$ cat config.mk
export PLATFORM = sky130hd
export DESIGN_NAME = dual_slope_ctrl_flat
export DESIGN_NICKNAME = d
export VERILOG_FILES = /design/src/rtl/dual_slope_pkg.sv /design/src/rtl/dual_slope_if.sv /design/src/rtl/sync_bit.sv /design/src/rtl/dual_slope_ctrl.sv /design/src/flat_wrapper.sv
export SDC_FILE = /design/constraint.sdc
export NUM_CORES = 1
export LEC_CHECK = 0
export BUFFER_PORTS_ARGS = -buffer_cell sky130_fd_sc_hd__buf_2
export CAP_MARGIN = 10
export CORE_AREA = 2 2 58 60
export DETAILED_ROUTE_END_ITERATION = 8
export DIE_AREA = 0 0 60 62
export GPL_TIMING_DRIVEN = 0
export PLACE_DENSITY_LB_ADDON = 0.08
export SYNTH_ARGS = -nofsm -noshare
export SYNTH_HDL_FRONTEND = slang
export SYNTH_HIERARCHICAL = 1
export SYNTH_SLANG_ARGS = --single-unit
$ cat constraint.sdc
create_clock -name clk_i -period 4.02 [get_ports clk_i]
set_input_delay 0.402 -clock clk_i [delete_from_list [all_inputs] [get_ports clk_i]]
set_output_delay 0.402 -clock clk_i [all_outputs]
set_load 0.005 [all_outputs]
$ cat src/rtl/dual_slope_pkg.sv
// dual_slope_pkg: shared state encoding and default parameters for the dual-slope ADC controller
package dual_slope_pkg;
  typedef enum logic [2:0] {IDLE, WAIT_RDY, INTEGRATE, DEINT, DONE} dual_slope_state_t;
  localparam int CNT_W_DEF = 12;
  localparam int INT_CYCLES_DEF = 2048;
  localparam int SYNC_STAGES_DEF = 2;
endpackage

$ cat src/rtl/dual_slope_if.sv
// dual_slope_if: fsm_in agent bus between the conversion controller (slave) and its driver (master)
// Signals: comp_i, analog_ready_i, trigger_i, interrupt_clear_i, deintegrate_i toward the controller;
//   interrupt_o, az_o, int_o, ref_o, busy_o, overflow_o, result_o[CNT_W] back from it.
interface dual_slope_if import dual_slope_pkg::*; #(
  parameter int CNT_W = CNT_W_DEF
) ();
  logic             comp_i;
  logic             analog_ready_i;
  logic             trigger_i;
  logic             interrupt_clear_i;
  logic             deintegrate_i;
  logic             interrupt_o;
  logic             az_o;
  logic             int_o;
  logic             ref_o;
  logic             busy_o;
  logic             overflow_o;
  logic [CNT_W-1:0] result_o;
  modport slave (
    input  comp_i, analog_ready_i, trigger_i, interrupt_clear_i, deintegrate_i,
    output interrupt_o, az_o, int_o, ref_o, busy_o, overflow_o, result_o
  );
  modport master (
    output comp_i, analog_ready_i, trigger_i, interrupt_clear_i, deintegrate_i,
    input  interrupt_o, az_o, int_o, ref_o, busy_o, overflow_o, result_o
  );
endinterface

$ cat src/rtl/sync_bit.sv
// sync_bit: STAGES-deep flop chain bringing an asynchronous bit into the clk_i domain
// Ports: clk_i, rst_i (sync, active-high, clears the chain), d_i async input, q_o synchronized output.
module sync_bit import dual_slope_pkg::*; #(
  parameter int STAGES = SYNC_STAGES_DEF
) (
  input  logic clk_i,
  input  logic rst_i,
  input  logic d_i,
  output logic q_o
);
  logic [STAGES-1:0] sync_q;
  always_ff @(posedge clk_i)
    if (rst_i) sync_q <= '0;
    else       sync_q <= {sync_q[STAGES-2:0], d_i};
  assign q_o = sync_q[STAGES-1];
endmodule

$ cat src/rtl/dual_slope_ctrl.sv
// dual_slope_ctrl: dual-slope ADC sequencer (auto-zero, integrate, timed de-integrate, sticky interrupt)
// Ports: clk_i, rst_i (sync, active-high); bus (dual_slope_if.slave) with comparator and handshake
//   inputs, switch controls az/int/ref, busy, overflow, result and interrupt outputs.
// Build option DUAL_SLOPE_INT_TIMER_EN: INTEGRATE lasts INT_CYCLES clocks from an internal timer;
//   without it INTEGRATE ends on deintegrate_i.
module dual_slope_ctrl import dual_slope_pkg::*; #(
  parameter int CNT_W       = CNT_W_DEF,
  parameter int INT_CYCLES  = INT_CYCLES_DEF,
  parameter int SYNC_STAGES = SYNC_STAGES_DEF
) (
  input logic         clk_i,
  input logic         rst_i,
  dual_slope_if.slave bus
);
  if (INT_CYCLES < 1 || INT_CYCLES > 2**CNT_W || SYNC_STAGES < 2) begin : g_bad_cfg
    $error("dual_slope_ctrl: parameter out of range");
  end
  localparam logic [CNT_W-1:0] CNT_MAX = '1;
`ifdef DUAL_SLOPE_INT_TIMER_EN
  localparam logic [CNT_W-1:0] INT_LAST = CNT_W'(INT_CYCLES - 1);
  logic unused_deint;
  assign unused_deint = bus.deintegrate_i;
`endif
  dual_slope_state_t state_q, st_d;
  logic [CNT_W-1:0]  cnt_q, cnt_d, res_q, res_d;
  logic              ovf_q, ovf_d, az_q, int_q, ref_q, busy_q, irq_q, comp_s;
  sync_bit #(.STAGES(SYNC_STAGES)) u_comp_sync (
    .clk_i (clk_i),
    .rst_i (rst_i),
    .d_i   (bus.comp_i),
    .q_o   (comp_s)
  );
  always_comb begin
    st_d  = state_q;
    cnt_d = cnt_q;
    res_d = res_q;
    ovf_d = ovf_q;
    case (state_q)
      IDLE:      if (bus.trigger_i) st_d = WAIT_RDY;
      WAIT_RDY:  if (bus.analog_ready_i) begin
        st_d  = INTEGRATE;
        cnt_d = '0;
      end
`ifdef DUAL_SLOPE_INT_TIMER_EN
      INTEGRATE: if (cnt_q == INT_LAST) begin
        st_d  = DEINT;
        cnt_d = '0;
      end else cnt_d = cnt_q + 1'b1;
`else
      INTEGRATE: if (bus.deintegrate_i) begin
        st_d  = DEINT;
        cnt_d = '0;
      end
`endif
      DEINT: if (!comp_s) begin
        st_d  = DONE;
        res_d = cnt_q;
        ovf_d = 1'b0;
      end else if (cnt_q == CNT_MAX) begin
        st_d  = DONE;
        res_d = CNT_MAX;
        ovf_d = 1'b1;
      end else cnt_d = cnt_q + 1'b1;
      DONE:    st_d = IDLE;
      default: st_d = IDLE;
    endcase
  end
  // Switch and status flops are loaded from the next state so they change with the state itself.
  always_ff @(posedge clk_i)
    if (rst_i) begin
      state_q <= IDLE;
      cnt_q   <= '0;
      res_q   <= '0;
      ovf_q   <= 1'b0;
      az_q    <= 1'b1;
      int_q   <= 1'b0;
      ref_q   <= 1'b0;
      busy_q  <= 1'b0;
      irq_q   <= 1'b0;
    end else begin
      state_q <= st_d;
      cnt_q   <= cnt_d;
      res_q   <= res_d;
      ovf_q   <= ovf_d;
      az_q    <= st_d inside {IDLE, WAIT_RDY};
      int_q   <= st_d == INTEGRATE;
      ref_q   <= st_d == DEINT;
      busy_q  <= st_d != IDLE;
      irq_q   <= (state_q == DONE) || (irq_q && !bus.interrupt_clear_i);
    end
  assign bus.az_o        = az_q;
  assign bus.int_o       = int_q;
  assign bus.ref_o       = ref_q;
  assign bus.busy_o      = busy_q;
  assign bus.interrupt_o = irq_q;
  assign bus.overflow_o  = ovf_q;
  assign bus.result_o    = res_q;
endmodule

$ cat src/flat_wrapper.sv
// flat-port wrapper written by rule: the top's interface ports become plain ports
module dual_slope_ctrl_flat import dual_slope_pkg::*;
#(
  parameter int CNT_W       = CNT_W_DEF,
  parameter int INT_CYCLES  = INT_CYCLES_DEF,
  parameter int SYNC_STAGES = SYNC_STAGES_DEF
)
  (clk_i, rst_i, bus_comp_i, bus_analog_ready_i, bus_trigger_i, bus_interrupt_clear_i, bus_deintegrate_i, bus_interrupt_o, bus_az_o, bus_int_o, bus_ref_o, bus_busy_o, bus_overflow_o, bus_result_o);
  dual_slope_if #(.CNT_W(CNT_W)) bus_i ();
  input logic clk_i;
  input logic rst_i;
  input wire logic [$bits(bus_i.comp_i)-1:0] bus_comp_i;
  input wire logic [$bits(bus_i.analog_ready_i)-1:0] bus_analog_ready_i;
  input wire logic [$bits(bus_i.trigger_i)-1:0] bus_trigger_i;
  input wire logic [$bits(bus_i.interrupt_clear_i)-1:0] bus_interrupt_clear_i;
  input wire logic [$bits(bus_i.deintegrate_i)-1:0] bus_deintegrate_i;
  output wire logic [$bits(bus_i.interrupt_o)-1:0] bus_interrupt_o;
  output wire logic [$bits(bus_i.az_o)-1:0] bus_az_o;
  output wire logic [$bits(bus_i.int_o)-1:0] bus_int_o;
  output wire logic [$bits(bus_i.ref_o)-1:0] bus_ref_o;
  output wire logic [$bits(bus_i.busy_o)-1:0] bus_busy_o;
  output wire logic [$bits(bus_i.overflow_o)-1:0] bus_overflow_o;
  output wire logic [$bits(bus_i.result_o)-1:0] bus_result_o;
  assign bus_i.comp_i = bus_comp_i;
  assign bus_i.analog_ready_i = bus_analog_ready_i;
  assign bus_i.trigger_i = bus_trigger_i;
  assign bus_i.interrupt_clear_i = bus_interrupt_clear_i;
  assign bus_i.deintegrate_i = bus_deintegrate_i;
  assign bus_interrupt_o = bus_i.interrupt_o;
  assign bus_az_o = bus_i.az_o;
  assign bus_int_o = bus_i.int_o;
  assign bus_ref_o = bus_i.ref_o;
  assign bus_busy_o = bus_i.busy_o;
  assign bus_overflow_o = bus_i.overflow_o;
  assign bus_result_o = bus_i.result_o;
  dual_slope_ctrl #(.CNT_W(CNT_W), .INT_CYCLES(INT_CYCLES), .SYNC_STAGES(SYNC_STAGES)) u_core (.clk_i(clk_i), .rst_i(rst_i), .bus(bus_i));
endmodule
==> metrics.md <==
| Metric | Value |
|---|---|
| Status | complete, no violations |
| Post-CTS Resized | 0 |
| Total power | 632 uW |
| Dpl hpwl | approximately 2.5 mm |
| Asr flop ratio synth | 0% |
| Crit-path max FO | 10 |
| Sw frac | 27.3% |
| Post-Syn Area | 1620 um2 |
| Hold endpoint | u_core/u_comp_sync/sync_q[0] |
| Post-synthesis sequential area ratio | between 40 and 50% |
| Comb power frac | ~14% |
| RSZ-0062 raised after global routing | no |
| DRC Markers | 0 |
| Worst setup SP type | register |
| Nets | approximately 200 |
| DR vias | 1,388 |
| Clock group share of total power | approximately 28% |
| Port Buf Inserts | 24 |
| Fraction of layout cells with a size suffix above 1 | about 34% |
| Clk sinks | 35 |
| Clk Tree Root Cell | clkbuf_4 |
| Top FF cell, synth | dfxtp_1 |
| Final hold viol count | 0 |
| Area of the core | 3180 um2 |
| Post-route ant nets | 0 |
| Drt first-iter violations | 68 |
| Rows | 21 |
| Die area | 3720 um2 |
| CTS tree | done |
| Syn nets | 167 |
| GRT Total Usage | 21.5% |
| DR pass1 iterations | 4 |
| Worst skew pair latency | around 0.33 ns |
| Worst vdd ir | ~0.00022 V |
| Placed insts | 229 |
| Gpl congestion | 0.850 |
| Cell Chain, Critical Path | ha_1 > and3_2 > nand3_2 > a21oi_2 > buf_4 > o311ai_0 > o41ai_1 |
| Reg2Reg Depth | 7 |
| CP Buf/Inv Count | 1 |
| Synth unique cells | 41 |
| EDFF count, synth | 0 |
| Worst r2r dst | u_core/cnt_q[3] |
| Synth top area cells | dfxtp_1 (43%), o221a_2 (8.3%), mux2i_1 (5.6%) |
| Routed WL per cell | 15.3 um |
| Post-synth top area share | about 43% |
| Arrival time at the worst endpoint | ~2.4 ns |
| Register Area | 701 um2 |
| Critical path capture point type | register |
| Yosys warnings | 6 |
| Slew @ Worst Pin | between 0.5 and 0.6 ns |
| Flop2flop setup slack | 1.87 ns |
| P_sw | 173 uW |
| Die width | 60 um |
| Initial Utilization | between 50% and 60% |
| Vias in the first global route | 1,199 |
| Final setup vio count | 0 |
| Setup WS post-layout | 1.87 ns |
| Max incr delay on CP | 0.44 ns |
| Total grt overflow | 0 |
| Tightest Hold Check Type | input pin to register |
| Initial antenna violation count | 0 |
| Die height | between 60 and 70 um |
| Final wirelength | 3.63 mm |
| Mapped Cells | 159 |
| CTS buffer count | 5 |
| Pwr dens | around 340 nW/um2 |
| Setup Buffers After CTS | 0 |
| Multi-input gate area | 851 um2 |
| Avg Cell Area, Syn | 10.2 um2 |
| Cell taking the most area after synthesis | dfxtp_1 |
| H-Tree Depth | 2 |
| Skew final | 0.00695 ns |
| Pre-CTS setup slack | 1.97 ns |
| Reg2reg start | u_core/cnt_q[0] |
| Required time of the worst setup path | 4.25 ns |
| Max Clk Rate | 0.466 GHz |
| Leakage power | 0.756 nW |
| First-pass GRT wire length | around 5.7 mm |
| TNS Setup | 0 ns |
| Worst-path clk slew | 0.10 ns |
| Fin crit period | 2.15 ns |
| Power share of the sequential group | between 50% and 60% |
| Clock Path Buffers | 2 |
| Synth Register Bits | 35 |
| Max_slew headroom | 65.8% |
| Pin count of the biggest net entering global routing | 11 |
| Worst path top cell family by delay | compound AO/OA/AOI/OAI gates |
| Post-route clock period utilization | 53.4% |
| Int Power | 459 uW |
| Hold path cells | 2 |
| Hold Startpoint | bus_comp_i |
| Vias/cell | around 5.9 |
| # IOs | 25 |
| Max Cap Violations | 0 |
| Filler instances | 289 |
| Area growth syn-to-layout | 14.0% |
| Final Non-Filler Cells | 237 |
| Final Max Tran Viols | 0 |
| Setup CP Type | register to register |
| CP max-delay cell | dfxtp_1 |
| Diode count | 0 |
| Cts hold-fix bufs | 0 |
-- kinds of logic after synthesis --
family / Yosys count / synth area share, %
simple gates: 74 / 30.0
flops: 35 / 43.2
mux: 9 / 5.56
compound gates: 27 / 16.1
buf+inv: 13 / 4.32
fa+ha+maj: 1 / 0.771
-- synth_stat cells, types with 2 or more instances --
| cell | instances |
|---|---|
| mux2i_1 | 9 |
| o311a_1 | 2 |
| and3_1 | 2 |
| and2_1 | 2 |
| nor2_1 | 12 |
| o221a_2 | 12 |
| dfxtp_1 | 35 |
| or3_1 | 12 |
| nor4_2 | 7 |
| nand2_1 | 11 |
| buf_2 | 2 |
| nor2b_1 | 5 |
| nor3_1 | 3 |
| clkbuf_1 | 5 |
| a21oi_1 | 3 |
| nand3b_1 | 3 |
| nand4_1 | 4 |
| inv_1 | 3 |
| nand3_1 | 3 |
| o21ai_0 | 2 |
| buf_6 | 2 |
-- flip-flops by register name, indices dropped and copies added (netlist names) --
signal and flops:
u_core/bus.overflow_o 1, u_core/cnt_q 12, u_core/bus.ref_o 1, u_core/bus.result_o 12, u_core/bus.interrupt_o 1, u_core/u_comp_sync/sync_q 2, u_core/bus.az_o 1, u_core/bus.int_o 1
u_core/bus.busy_o 1, u_core/state_q 3
-- power groups by stage --
stage | combinational [mW] | clock, mW | sequential (mW)
after floorplan | 0.0615 | 0 | 0.373
after global placement | 0.0854 | 0 | 0.373
after detailed placement | 0.0865 | 0 | 0.374
after CTS | 0.0871 | 0.185 | 0.366
after global routing | 0.0960 | 0.203 | 0.368
final | 0.0873 | 0.179 | 0.366
-- area by class of cell --
class	instances	area share (%)
multi-input cells	111	46.0
flip-flops and latches	35	37.9
repair buffers	24	6.50
plain buffers	10	3.18
well taps	46	3.11
clock buffers	7	2.44
inverters	3	0.609
clock inverters	1	0.271
-- stage by stage --
stage / hold WS, ns / util [%] / instance area (um2)
after global placement: 0.420 / 56.6 / 1800
after detailed placement: 0.442 / 56.6 / 1800
after global routing: 0.260 / 58.2 / 1850
after CTS: 0.266 / 58.2 / 1850
after floorplan: 0.414 / - / 1620
final: 0.275 / 58.2 / 1850
-- per-layer routing --
| metal | up-vias | global-route usage, % | part of all wire [%] |
|---|---|---|---|
| li1 | 668 | - | - |
| met1 | 673 | 28.4 | 47 |
| met2 | 45 | 32.1 | 46 |
| met3 | 2 | 7.25 | 6.7 |
| met4 | 0 | 8.89 | 0.69 |
| met5 | - | 0 | 0 |
-- worst register-to-register path: cells and delay by family (launching register included) --
kind	cells	cell delay (ns)
compound gates	3	0.63
fa+ha+maj	1	0.28
buf+inv	1	0.28
flops	1	0.44
simple gates	2	0.40
-- placed cells by master (no fill, tap or decap), drive strengths merged --
cell and instances:
and3 3, nor3 3, nor4b 2, nand2b 1, a41o 1, ha 1, or2 1, o311a 2
nor2 12, o311ai 1, or3 12, o211a 1, nor4 7, o21ai 3, o41ai 1, nor2b 5
a21oi 4, and2 2, nand4 4, buf 29, nand3 4, mux2i 9, clkinv 1, a31o 1
inv 3, clkbuf 12, nand4b 1, a31oi 1, dfxtp 35, o221a 12, and4 2, nand3b 3
nand2 12
-- worst max path at each step --
stage                    startpoint  slack, ns               to  depth (start not counted)
floorplan           u_core/cnt_q[0]       2.22  u_core/cnt_q[3]                          7
global placement    u_core/cnt_q[0]       1.98  u_core/cnt_q[3]                          7
detailed placement  u_core/cnt_q[0]       1.97  u_core/cnt_q[3]                          7
CTS                 u_core/cnt_q[0]       1.92  u_core/cnt_q[3]                          7
global route        u_core/cnt_q[0]       1.77  u_core/cnt_q[3]                          7
finish              u_core/cnt_q[0]       1.87  u_core/cnt_q[3]                          7
(Power assumes the default switching activity.)
